===== config.mk =====
export PLATFORM = sky130hd
export DESIGN_NAME = pipe_stage_reg
export DESIGN_NICKNAME = d
export VERILOG_FILES = /design/src/rtl/pipe_stage_pkg.sv /design/src/rtl/pipe_stage_entry.sv /design/src/rtl/pipe_stage_reg.sv
export SDC_FILE = /design/constraint.sdc
export NUM_CORES = 1
export LEC_CHECK = 0
export CELL_PAD_IN_SITES_DETAIL_PLACEMENT = 1
export CELL_PAD_IN_SITES_GLOBAL_PLACEMENT = 2
export CORE_MARGIN = 2
export CORE_UTILIZATION = 26
export DETAILED_ROUTE_END_ITERATION = 12
export PLACE_DENSITY = 0.88
export SETUP_SLACK_MARGIN = 0.15
export SYNTH_ARGS = -nofsm -noshare
export SYNTH_HDL_FRONTEND = slang
export SYNTH_SLANG_ARGS = --single-unit

===== constraint.sdc =====
create_clock -name clock -period 2.55 [get_ports clock]
set_input_delay 0.765 -clock clock [delete_from_list [all_inputs] [get_ports clock]]
set_output_delay 0.765 -clock clock [all_outputs]
set_load 0.005 [all_outputs]

===== src/rtl/pipe_stage_pkg.sv =====
// pipe_stage_pkg -- shared definitions for the pipe_stage_reg slice.
//   state_e        : occupancy state of the stage (EMPTY / ONE / TWO)
//   DEF_WIDTH      : default PC / instruction field width
//   DEF_NOP_INSTR  : default bubble encoding (all-ones, sliced to WIDTH;
//                    widths above 64 bits are not supported)
package pipe_stage_pkg;

    typedef enum logic [1:0] {
        ST_EMPTY = 2'd0,
        ST_ONE   = 2'd1,
        ST_TWO   = 2'd2
    } state_e;

    localparam int unsigned DEF_WIDTH     = 16;
    localparam logic [63:0] DEF_NOP_INSTR = '1;

endpackage


===== src/rtl/pipe_stage_entry.sv =====
// pipe_stage_entry -- one payload slot (pc, pc+1, instr).
//   clock, reset_n : clock / async active-low reset (clears slot)
//   clr_i          : synchronous clear to (0, 0, NOP_INSTR); wins over ld_i
//   ld_i           : load pc_i / pc_plus1_i / instr_i
//   pc_o, pc_plus1_o, instr_o : registered slot contents
module pipe_stage_entry
    import pipe_stage_pkg::*;
#(
    parameter int unsigned      WIDTH     = DEF_WIDTH,
    parameter logic [WIDTH-1:0] NOP_INSTR = DEF_NOP_INSTR[WIDTH-1:0]
) (
    input  logic             clock,
    input  logic             reset_n,
    input  logic             clr_i,
    input  logic             ld_i,
    input  logic [WIDTH-1:0] pc_i,
    input  logic [WIDTH-1:0] pc_plus1_i,
    input  logic [WIDTH-1:0] instr_i,
    output logic [WIDTH-1:0] pc_o,
    output logic [WIDTH-1:0] pc_plus1_o,
    output logic [WIDTH-1:0] instr_o
);

    logic [WIDTH-1:0] pc_q, pc_plus1_q, instr_q;

    always_ff @(posedge clock or negedge reset_n) begin
        if (!reset_n) begin
            pc_q       <= '0;
            pc_plus1_q <= '0;
            instr_q    <= NOP_INSTR;
        end else if (clr_i) begin
            pc_q       <= '0;
            pc_plus1_q <= '0;
            instr_q    <= NOP_INSTR;
        end else if (ld_i) begin
            pc_q       <= pc_i;
            pc_plus1_q <= pc_plus1_i;
            instr_q    <= instr_i;
        end
    end

    assign pc_o       = pc_q;
    assign pc_plus1_o = pc_plus1_q;
    assign instr_o    = instr_q;

endmodule


===== src/rtl/pipe_stage_reg.sv =====
// pipe_stage_reg -- valid/ready pipeline register for (pc, pc+1, instr).
//   clock, reset_n          : clock / async active-low reset
//   flush                   : synchronous discard of everything held
//   valid_in, ready_out     : upstream handshake
//   pc_in, pc_plus1_in, instr_in : upstream payload
//   valid_out, ready_in     : downstream handshake
//   pc_out, pc_plus1_out, instr_out : downstream payload, idle = (0,0,NOP)
//   occupancy               : entries held (0..2)
// Macro PIPE_STAGE_SKID_EN: two-entry skid buffer with registered
// ready_out. Undefined: single entry, ready_out = ready_in || !valid_out.
module pipe_stage_reg
    import pipe_stage_pkg::*;
#(
    parameter int unsigned      WIDTH     = DEF_WIDTH,
    parameter logic [WIDTH-1:0] NOP_INSTR = DEF_NOP_INSTR[WIDTH-1:0]
) (
    input  logic             clock,
    input  logic             reset_n,
    input  logic             flush,
    input  logic             valid_in,
    output logic             ready_out,
    input  logic [WIDTH-1:0] pc_in,
    input  logic [WIDTH-1:0] pc_plus1_in,
    input  logic [WIDTH-1:0] instr_in,
    output logic             valid_out,
    input  logic             ready_in,
    output logic [WIDTH-1:0] pc_out,
    output logic [WIDTH-1:0] pc_plus1_out,
    output logic [WIDTH-1:0] instr_out,
    output logic [1:0]       occupancy
);

    state_e           state_q, state_d;
    logic             acc, cons;
    logic             main_ld, main_clr;
    logic [WIDTH-1:0] main_pc_d, main_pc1_d, main_instr_d;

    assign valid_out = (state_q != ST_EMPTY);
    assign cons      = valid_out & ready_in;

`ifdef PIPE_STAGE_SKID_EN
    logic             skid_ld, skid_clr, main_from_skid;
    logic             ready_q;
    logic [1:0]       occ_q;
    logic [WIDTH-1:0] skid_pc, skid_pc1, skid_instr;

    assign ready_out = ready_q;
    assign occupancy = occ_q;
    assign acc       = valid_in & ready_q;

    always_comb begin
        state_d        = state_q;
        main_ld        = 1'b0;
        main_clr       = 1'b0;
        skid_ld        = 1'b0;
        skid_clr       = 1'b0;
        main_from_skid = 1'b0;
        if (flush) begin
            state_d  = ST_EMPTY;
            main_clr = 1'b1;
            skid_clr = 1'b1;
        end else begin
            case (state_q)
                ST_EMPTY: if (acc) begin
                    state_d = ST_ONE;
                    main_ld = 1'b1;
                end
                ST_ONE: begin
                    if (acc && cons) begin
                        main_ld = 1'b1;
                    end else if (acc) begin
                        // output is stalled: park the new entry in the skid slot
                        state_d = ST_TWO;
                        skid_ld = 1'b1;
                    end else if (cons) begin
                        state_d  = ST_EMPTY;
                        main_clr = 1'b1;
                    end
                end
                ST_TWO: if (cons) begin
                    // ready_out is 0 here, so no accept can coincide
                    state_d        = ST_ONE;
                    main_ld        = 1'b1;
                    main_from_skid = 1'b1;
                    skid_clr       = 1'b1;
                end
                default: begin
                    state_d  = ST_EMPTY;
                    main_clr = 1'b1;
                    skid_clr = 1'b1;
                end
            endcase
        end
    end

    assign main_pc_d    = main_from_skid ? skid_pc    : pc_in;
    assign main_pc1_d   = main_from_skid ? skid_pc1   : pc_plus1_in;
    assign main_instr_d = main_from_skid ? skid_instr : instr_in;

    // ready/occupancy are registered from the next state so neither
    // depends combinationally on ready_in
    always_ff @(posedge clock or negedge reset_n) begin
        if (!reset_n) begin
            ready_q <= 1'b1;
            occ_q   <= 2'd0;
        end else begin
            ready_q <= (state_d != ST_TWO);
            occ_q   <= state_d;
        end
    end

    pipe_stage_entry #(.WIDTH(WIDTH), .NOP_INSTR(NOP_INSTR)) u_skid (
        .clock      (clock),
        .reset_n    (reset_n),
        .clr_i      (skid_clr),
        .ld_i       (skid_ld),
        .pc_i       (pc_in),
        .pc_plus1_i (pc_plus1_in),
        .instr_i    (instr_in),
        .pc_o       (skid_pc),
        .pc_plus1_o (skid_pc1),
        .instr_o    (skid_instr)
    );
`else
    assign ready_out = ready_in | ~valid_out;
    assign occupancy = {1'b0, valid_out};
    assign acc       = valid_in & ready_out;

    always_comb begin
        state_d  = state_q;
        main_ld  = 1'b0;
        main_clr = 1'b0;
        if (flush) begin
            state_d  = ST_EMPTY;
            main_clr = 1'b1;
        end else begin
            case (state_q)
                ST_EMPTY: if (acc) begin
                    state_d = ST_ONE;
                    main_ld = 1'b1;
                end
                ST_ONE: begin
                    if (acc) begin
                        main_ld = 1'b1;
                    end else if (cons) begin
                        state_d  = ST_EMPTY;
                        main_clr = 1'b1;
                    end
                end
                default: begin
                    state_d  = ST_EMPTY;
                    main_clr = 1'b1;
                end
            endcase
        end
    end

    assign main_pc_d    = pc_in;
    assign main_pc1_d   = pc_plus1_in;
    assign main_instr_d = instr_in;
`endif

    always_ff @(posedge clock or negedge reset_n) begin
        if (!reset_n) state_q <= ST_EMPTY;
        else          state_q <= state_d;
    end

    // main slot is cleared whenever the stage goes empty, so the idle
    // (0, 0, NOP) outputs come straight from its register
    pipe_stage_entry #(.WIDTH(WIDTH), .NOP_INSTR(NOP_INSTR)) u_main (
        .clock      (clock),
        .reset_n    (reset_n),
        .clr_i      (main_clr),
        .ld_i       (main_ld),
        .pc_i       (main_pc_d),
        .pc_plus1_i (main_pc1_d),
        .instr_i    (main_instr_d),
        .pc_o       (pc_out),
        .pc_plus1_o (pc_plus1_out),
        .instr_o    (instr_out)
    );

endmodule


# --- Word level (Yosys, flattened, before mapping) ---
# Cells that the tools add are included.
word_totals:
  reg_bits: 50
  wordCells: 35
op_classes:
  eq_ne: 4
  muxes: 18
  bitwise_logic: 4
  reduce_logical: 5
ops:
  columns: ["operator", "count"]
  rows:
  - ["16-bit two-way mux", 6]
  - ["3-bit != test, second input constant", 3]
  - ["2-bit two-way mux", 4]
  - ["1-bit two-way mux", 6]
  - ["2-bit one-hot mux with 2 select lines", 1]
  - ["2-bit nonzero test", 2]
  - ["3-bit AND reduction", 1]
  - ["1-bit AND", 2]
  - ["2-bit by 1-bit equality test with 1-bit output, second input constant", 1]
  - ["2-bit logical NOT", 1]
  - ["1-bit one-hot mux with 2 select lines", 1]
  - ["2-bit OR reduction", 1]
  - ["1-bit inverter", 1]
  - ["1-bit OR", 1]

# --- Logic depth before layout (Yosys ltp) ---
# Gate-level depths: netlist (run 1).
logic_depth:
  word_depth: 9
  depth_mapped: 5
  ltp_nobuf: 3

# --- Cells and area by module ---
# A second synthesis (run 1) with hierarchy kept.
unflattened:
  hier_cells: 165
  hier_area_um2: 2100.8
modules_own_cells:
  columns: ["module", "n_inst", "cells_per_inst", "area_per_inst_um2", "seq_area_each_um2"]
  rows:
  - ["pipe_stage_entry", 1, 156, 2013.2, 1221.2]
  - ["pipe_stage_reg", 1, 9, 87.6, 25.0]

# --- Worst setup path after synthesis (run 1) ---
# No wires, ideal clock.
synth_path:
  path_type: "input -> output"
  startpoint: "in ready_in"
  endpoint: "out ready_out"
  arrival_time_ps: 1191
  required_time_ps: 1785
  setup_slack_ps: 594
  path_stages: 4
  path_buffers: 2
  path_cell_list: "nor2b_1 buf_2 inv_2 buf_6"
synth_between:
  elab_chain_cells: 1
synth_lines:
  columns: ["item", "line", "source"]
  rows:
  - ["from (decl)", "pipe_stage_reg.sv:26", "input logic ready_in,"]
  - ["1-bit OR", "pipe_stage_reg.sv:125", "assign ready_out = ready_in | ~valid_out;"]
  - ["to (decl)", "pipe_stage_reg.sv:21", "output logic ready_out,"]
# No other way between the ends.

# --- Worst setup path after layout (run 1) ---
# Same ends and word-level chain as after synthesis.

==> results of run 1 <==
==> area by class of cell <==
cell class                 count  area (µm²)  share of cell area (%)
tap                          108         135                    3.79
multi-input combinational    149         983                    27.6
sequential                    49        1250                    35.0
timing repair buffer         110        1110                    31.1
clock buffer                   8        80.1                    2.25
inverter                       2        7.51                   0.211
==> routing by layer <==
metal  GRT usage [%]  vias up  wire [µm]
li1                -      981          -
met1            18.4     1060       3000
met2            26.6       63       3640
met3            2.32        6        315
met4            3.79        0         52
met5               0        -          0
==> worst min-delay path by stage <==
stage / startpoint / to / slack (ps)
3_3_place_gp: u_main.instr_o[1]$_DFFE_PN1P_ / u_main.instr_o[1]$_DFFE_PN1P_ / 490
3_5_place_dp: u_main.instr_o[9]$_DFFE_PN1P_ / u_main.instr_o[9]$_DFFE_PN1P_ / 500
5_1_grt: reset_n / u_main.pc_plus1_o[8]$_DFFE_PN0P_ / 480
4_1_cts: reset_n / u_main.pc_plus1_o[8]$_DFFE_PN0P_ / 470
2_1_floorplan: reset_n / state_q[0]$_DFFE_PN0P_ / 470
6_report: reset_n / u_main.pc_plus1_o[8]$_DFFE_PN0P_ / 450
==> flip-flops by register name, indices dropped and copies added (netlist names) <==
register,flops
u_main.instr_o,16
u_main.pc_o,16
u_main.pc_plus1_o,16
state_q,1
==> placed cells by master (no fill, tap or decap) <==
master,n
a21oi_1,1
dfstp_2,16
dlygate4sd2_1,2
nor2b_2,1
inv_1,1
buf_4,4
clkdlybuf4s50_1,99
o32ai_1,32
conb_1,1
dfrtp_1,33
clkbuf_8,5
nand2b_1,64
buf_2,2
clkbuf_1,3
buf_12,3
nor2_1,32
mux2_2,1
mux2i_2,1
inv_2,1
a32oi_1,16
==> worst max-delay path: stages <==
cell           delay, ps
dlygate4sd2_1        250
nor2b_2              150
inv_2                 50
dlygate4sd2_1        260
==> report_power, final <==
part | leakage, µW | total [µW] | internal (µW) | switching, µW
Combinational | 0.000694 | 363 | 214 | 148
Clock | 0.0000395 | 451 | 196 | 255
Sequential | 0.000610 | 862 | 834 | 28.2
==> cell families (layout without fill, tap and decap cells) <==
group / after synthesis / after routing / share of synthesized area (%)
AND/OR/NAND/NOR: 97 / 97 / 22.3
AO/OA/AOI/OAI: 49 / 49 / 18.0
flip-flops: 49 / 49 / 52.6
buffers and inverters: 28 / 120 / 5.92
multiplexers: 2 / 2 / 1.06
other: 1 / 1 / 0.158
==> through the flow <==
stage,area [µm²],hold WS (ps),setup TNS [ps],instances
finish,3560,448,0,426
global route,3560,482,0,426
CTS,3560,469,0,426
detailed placement,3480,502,-91.4,418
global placement,3480,492,-100,418
floorplan,2370,469,0,226
==> timing repair <==
item | in CTS | in global routing
endpoints found under the setup margin | 1 | 0
setup buffers | 0 | 0
gates resized for setup | 2 | 0
==> summary.md, run 1 <==
| Metric | Value |
|---|---|
| Avg WL per Cell | `16.4 µm` |
| Peak supply drop | `0.000168 V` |
| Top cells by area, synth | `dfrtp_1 (35%), dfstp_2 (18%), nand2b_1 (17%)` |
| Count of input and output buffers | `103` |
| Clk slew on worst S/H paths | `90 ps` |
| Register-to-Register Setup Slack | `roughly 1100 ps` |
| Root Driver | `clkbuf_8` |
| DR iter-0 viols | `73` |
| Worst-margin pin slew | `about 820 ps` |
| CTS max path bufs | `2` |
| Area growth from synthesis to layout | `50.4%` |
| Crit path DAT | `1480 ps` |
| Layout cells sized above 1 | `a little over a tenth` |
| Die X-Extent | `99.4 µm` |
| Cts hold-fix bufs | `0` |
| CP Capture Type | `output pin` |
| CP Launch Type | `input port` |
| Cells after Synth | `226` |
| DP Worst Slack | `-91.4 ps` |
| Initial antenna violation count | `0` |
| Fin. max-slew vios | `0` |
| Final Util | `40.6%` |
| Prevailing post-synth register cell | `dfrtp_1` |
| Initial Util | `27.0%` |
| Total track usage | `14.7%` |
| Synthesized area | `2370 µm²` |
| Ant diodes | `0` |
| Worst r2r src | `state_q[0]$_DFFE_PN0P_` |
| Remaining DRCs | `0` |
| Die area | `about 9900 µm²` |
| R2r worst-path depth | `2` |
| Max H-tree Level | `2` |
| CTS tree | `built` |
| Crit path kind | `in2out` |
| Setup violations, final | `0` |
| Number of flops mapped to enable cells by yosys | `0` |
| Yosys cell types | `18` |
| Post-layout min period | `2240 ps` |
| Worst EP required | `1790 ps` |
| Design Power | `roughly 1700 µW` |
| GPL Wtd Cong | `between 0.6 and 0.7` |
| Final HPWL DP | `4.80 mm` |
| Number of placement rows | `34` |
| Largest net degree at the start of global routing | `54` |
| Num CTS Buffers | `5` |
| Final worst path period share | `87.9%` |
| Reg2Reg Capture Point | `u_main.pc_o[5]$_DFFE_PN0P_` |
| CP Max Fanout | `2` |
| Final WS setup | `309 ps` |
| Drt pass-1 iters | `4` |
| Status | `completed` |
| F_max | `446 MHz` |
| Post-synth ARST share | `100%` |
| Dominant cell type by area after synthesis | `dfrtp_1` |
| HP Class | `in2async` |
| Most common cell in the netlist | `nand2b_1` |
| Synth cell count leaders | `nand2b_1 (64), dfrtp_1 (33), nor2_1 (32), o32ai_1 (32)` |
| Fillers | `992` |
| Final clock skew | `between 6 and 7 ps` |
| Leak | `between 0.001 and 0.0015 µW` |
| Drt via density | `4.95` |
| Clock sink count | `49` |
| Slew HR | `44.2%` |
| DR vias | `2,110` |
| CP startpoint | `ready_in` |
| Endpoints failing hold | `0` |
| Post-route ant nets | `0` |
| # IOs | `105` |
| Layout Nets | `370` |
| Syn_nets | `279` |
| Post-Route WL | `7.01 mm` |
| Register area share after synthesis | `~53%` |
| Top-area cell type share of the netlist area | `34.9%` |
| Vias in the first global route | `2,357` |
| Die height | `99.4 µm` |
| Crit path capture | `ready_out` |
| Ys Warns | `0` |
| Latest clock arrival within the worst-skew pair | `~300 ps` |
| Core footprint | `8760 µm²` |
| First-pass GRT wire length | `between 10 and 15 mm` |
| Total global routing overflow | `0` |
| Pwr Density | `470 nW/µm²` |
| Unrepaired setup endpoints after global routing | `no` |
| Mean Syn Cell Area | `10.5 µm²` |
| Number of max-cap violations | `0` |
| #FFs+latches synth | `49` |
(Power assumes the default switching activity.)
==> run 2: changes to the inputs <==
RECOVER_POWER = 25   (was default)
==> run 2 against run 1 <==
  * Utilization fell by 0.19 points
  * Clock-buffer cell count did not move
  * Flip-flop and latch count did not move
  * Clock power barely moved
  * Routed wire length barely moved
  * Fmax barely moved
  * Clock skew fell by 0.63 ps
  * First-iteration DRC count rose by 18%
  * Register-to-register slack barely moved
  * Critical path depth did not move
  * Critical endpoint unchanged
  * Largest power group unchanged
==> summary.md, run 2 (synthesis results as in run 1) <==
| Metric | Value |
|---|---|
| Status | `completed` |
| Largest net degree at the start of global routing | `54 (unchanged)` |
| Worst EP required | `1790 ps (about the same)` |
| Die X-Extent | `99.4 µm (unchanged)` |
| Drt pass-1 iters | `4 (unchanged)` |
| Clock sink count | `49 (unchanged)` |
| F_max | `446 MHz (about the same)` |
| Post-route worst hold slack | `510 ps (+62.2 ps)` |
| CP Max Fanout | `2 (unchanged)` |
| CTS max path bufs | `2 (unchanged)` |
| Crit path kind | `in2out` |
| Vias in the first global route | `2,357 (unchanged)` |
| Total track usage | `14.7% (unchanged)` |
| Clk slew on worst S/H paths | `80 ps (about the same)` |
| Remaining DRCs | `0 (unchanged)` |
| Latest clock arrival within the worst-skew pair | `290 ps (about the same)` |
| Slew HR | `15.2% (-29 points)` |
| CTS tree | `built` |
| Post-CTS setup buffers | `0 (unchanged)` |
| Die height | `99.4 µm (unchanged)` |
| DR iter-0 viols | `86 (+18%)` |
| CP Launch Type | `input port` |
| Avg WL per Cell | `16.4 µm (about the same)` |
| Initial Util | `27.0% (unchanged)` |
| Final HPWL DP | `4.80 mm (unchanged)` |
| HP Class | `reg2reg` |
| Layout Nets | `370 (unchanged)` |
| Crit path DAT | `1480 ps (about the same)` |
| DR vias | `2,112 (+0.095%)` |
| Fin. max-slew vios | `0 (unchanged)` |
| Cts hold-fix bufs | `0 (unchanged)` |
| Setup TNS | `0 ps (unchanged)` |
| CP Capture Type | `output pin` |
| Die area | `9880 µm² (unchanged)` |
| Commonest cells after routing, fill and taps aside | `clkdlybuf4s50_1 (99), nand2b_1 (64), dfrtp_1 (33), o32ai_1 (32), nor2_1 (32)` |
| Pwr Density | `471 nW/µm² (+0.18%)` |
| Post-route ant nets | `0 (unchanged)` |
| Placed cells | `418 (unchanged)` |
| DP Area | `3480 µm² (unchanged)` |
| Worst-margin pin slew | `1270 ps (+451 ps)` |
| R2r worst-path depth | `2 (unchanged)` |
| Peak supply drop | `0.000168 V (-0.14%)` |
| Number of max-cap violations | `0 (unchanged)` |
| Drt via density | `4.96 (about the same)` |
| Post-Route WL | `7.00 mm (about the same)` |
| Num CTS Buffers | `5 (unchanged)` |
| Final worst path period share | `87.9% (about the same)` |
| Setup violations, final | `0 (unchanged)` |
| Core footprint | `8760 µm² (unchanged)` |
| Max H-tree Level | `2 (unchanged)` |
| Final clock skew | `6.18 ps (-0.632 ps)` |
| Endpoints failing hold | `0 (unchanged)` |
| Hold Path Depth | `2` |
| Post-route cell area | `3540 µm² (-0.46%)` |
| Leak | `0.00134 µW (-0.60%)` |
| Unrepaired setup endpoints after global routing | `no` |
| Area of the multi-input gates | `983 µm² (unchanged)` |
| Total global routing overflow | `0 (unchanged)` |
| Number of placement rows | `34 (unchanged)` |
| Post-CTS sizing | `2 (unchanged)` |
| Layout cells sized above 1 | `10.4% (-0.31 points)` |
| Fillers | `991 (-0.10%)` |
| Count of input and output buffers | `103 (unchanged)` |
| Commonest non-fill, non-tap cell in the layout | `clkdlybuf4s50_1` |
| Final non-filler cell total | `426 (unchanged)` |
| First-pass GRT wire length | `11.8 mm (unchanged)` |
| Root Driver | `clkbuf_8` |
| GPL Wtd Cong | `0.683 (unchanged)` |
| Initial antenna violation count | `0 (unchanged)` |
| Ant diodes | `0 (unchanged)` |
| # IOs | `105 (unchanged)` |
| Register area | `1250 µm² (unchanged)` |
| Area growth from synthesis to layout | `49.7%` |
| Design Power | `1670 µW (-0.27%)` |
| Post-layout min period | `2240 ps (+1.37 ps)` |
## run 2: final timing paths
check,start,to,slack (ps)
worst min-delay path,u_main.instr_o[7]$_DFFE_PN1P_,u_main.instr_o[7]$_DFFE_PN1P_,510
max in group asynchronous,reset_n,u_main.pc_plus1_o[4]$_DFFE_PN0P_,510
worst max register to register,state_q[0]$_DFFE_PN0P_,u_main.pc_o[5]$_DFFE_PN0P_,1060
worst max-delay path,ready_in,ready_out,310
min in group asynchronous,reset_n,u_main.pc_plus1_o[8]$_DFFE_PN0P_,720
worst min register to register,u_main.instr_o[7]$_DFFE_PN1P_,u_main.instr_o[7]$_DFFE_PN1P_,510
## run 2: final cells by class
cell class	instances	share of cell area, %
clock buffer	8	2.26
inverter	2	0.212
multi-input combinational	149	27.7
sequential	49	35.2
tap	108	3.81
timing repair buffer	110	30.8
## run 2: worst max-delay path: stages
cell           delay, ps
dlygate4sd2_1        250
nor2b_2              150
inv_2                 50
dlygate4sd2_1        260
## run 2: per-layer routing
metal / up-vias / GRT usage [%] / share of wire [%]
met5: - / 0 / 0
met4: 0 / 3.79 / 0.80
met3: 5 / 2.32 / 4.5
met2: 65 / 26.6 / 52
met1: 1060 / 18.4 / 43
li1: 982 / - / -
## run 2: stage by stage
| stage | utilization (%) | setup WS [ps] |
|---|---|---|
| after global placement | 39.7 | -100 |
| after CTS | 40.6 | 294 |
| after global routing | 40.4 | 140 |
| after detailed placement | 39.7 | -91.4 |
| final | 40.4 | 307 |
| after floorplan | - | 594 |
## run 2: report_power, final
group	leakage [µW]	total, µW	internal (µW)	switching [µW]
sequential	0.000610	862	834	28.2
clock	0.0000395	450	196	254
combinational	0.000686	359	212	147
total	0.00134	1670	1240	429
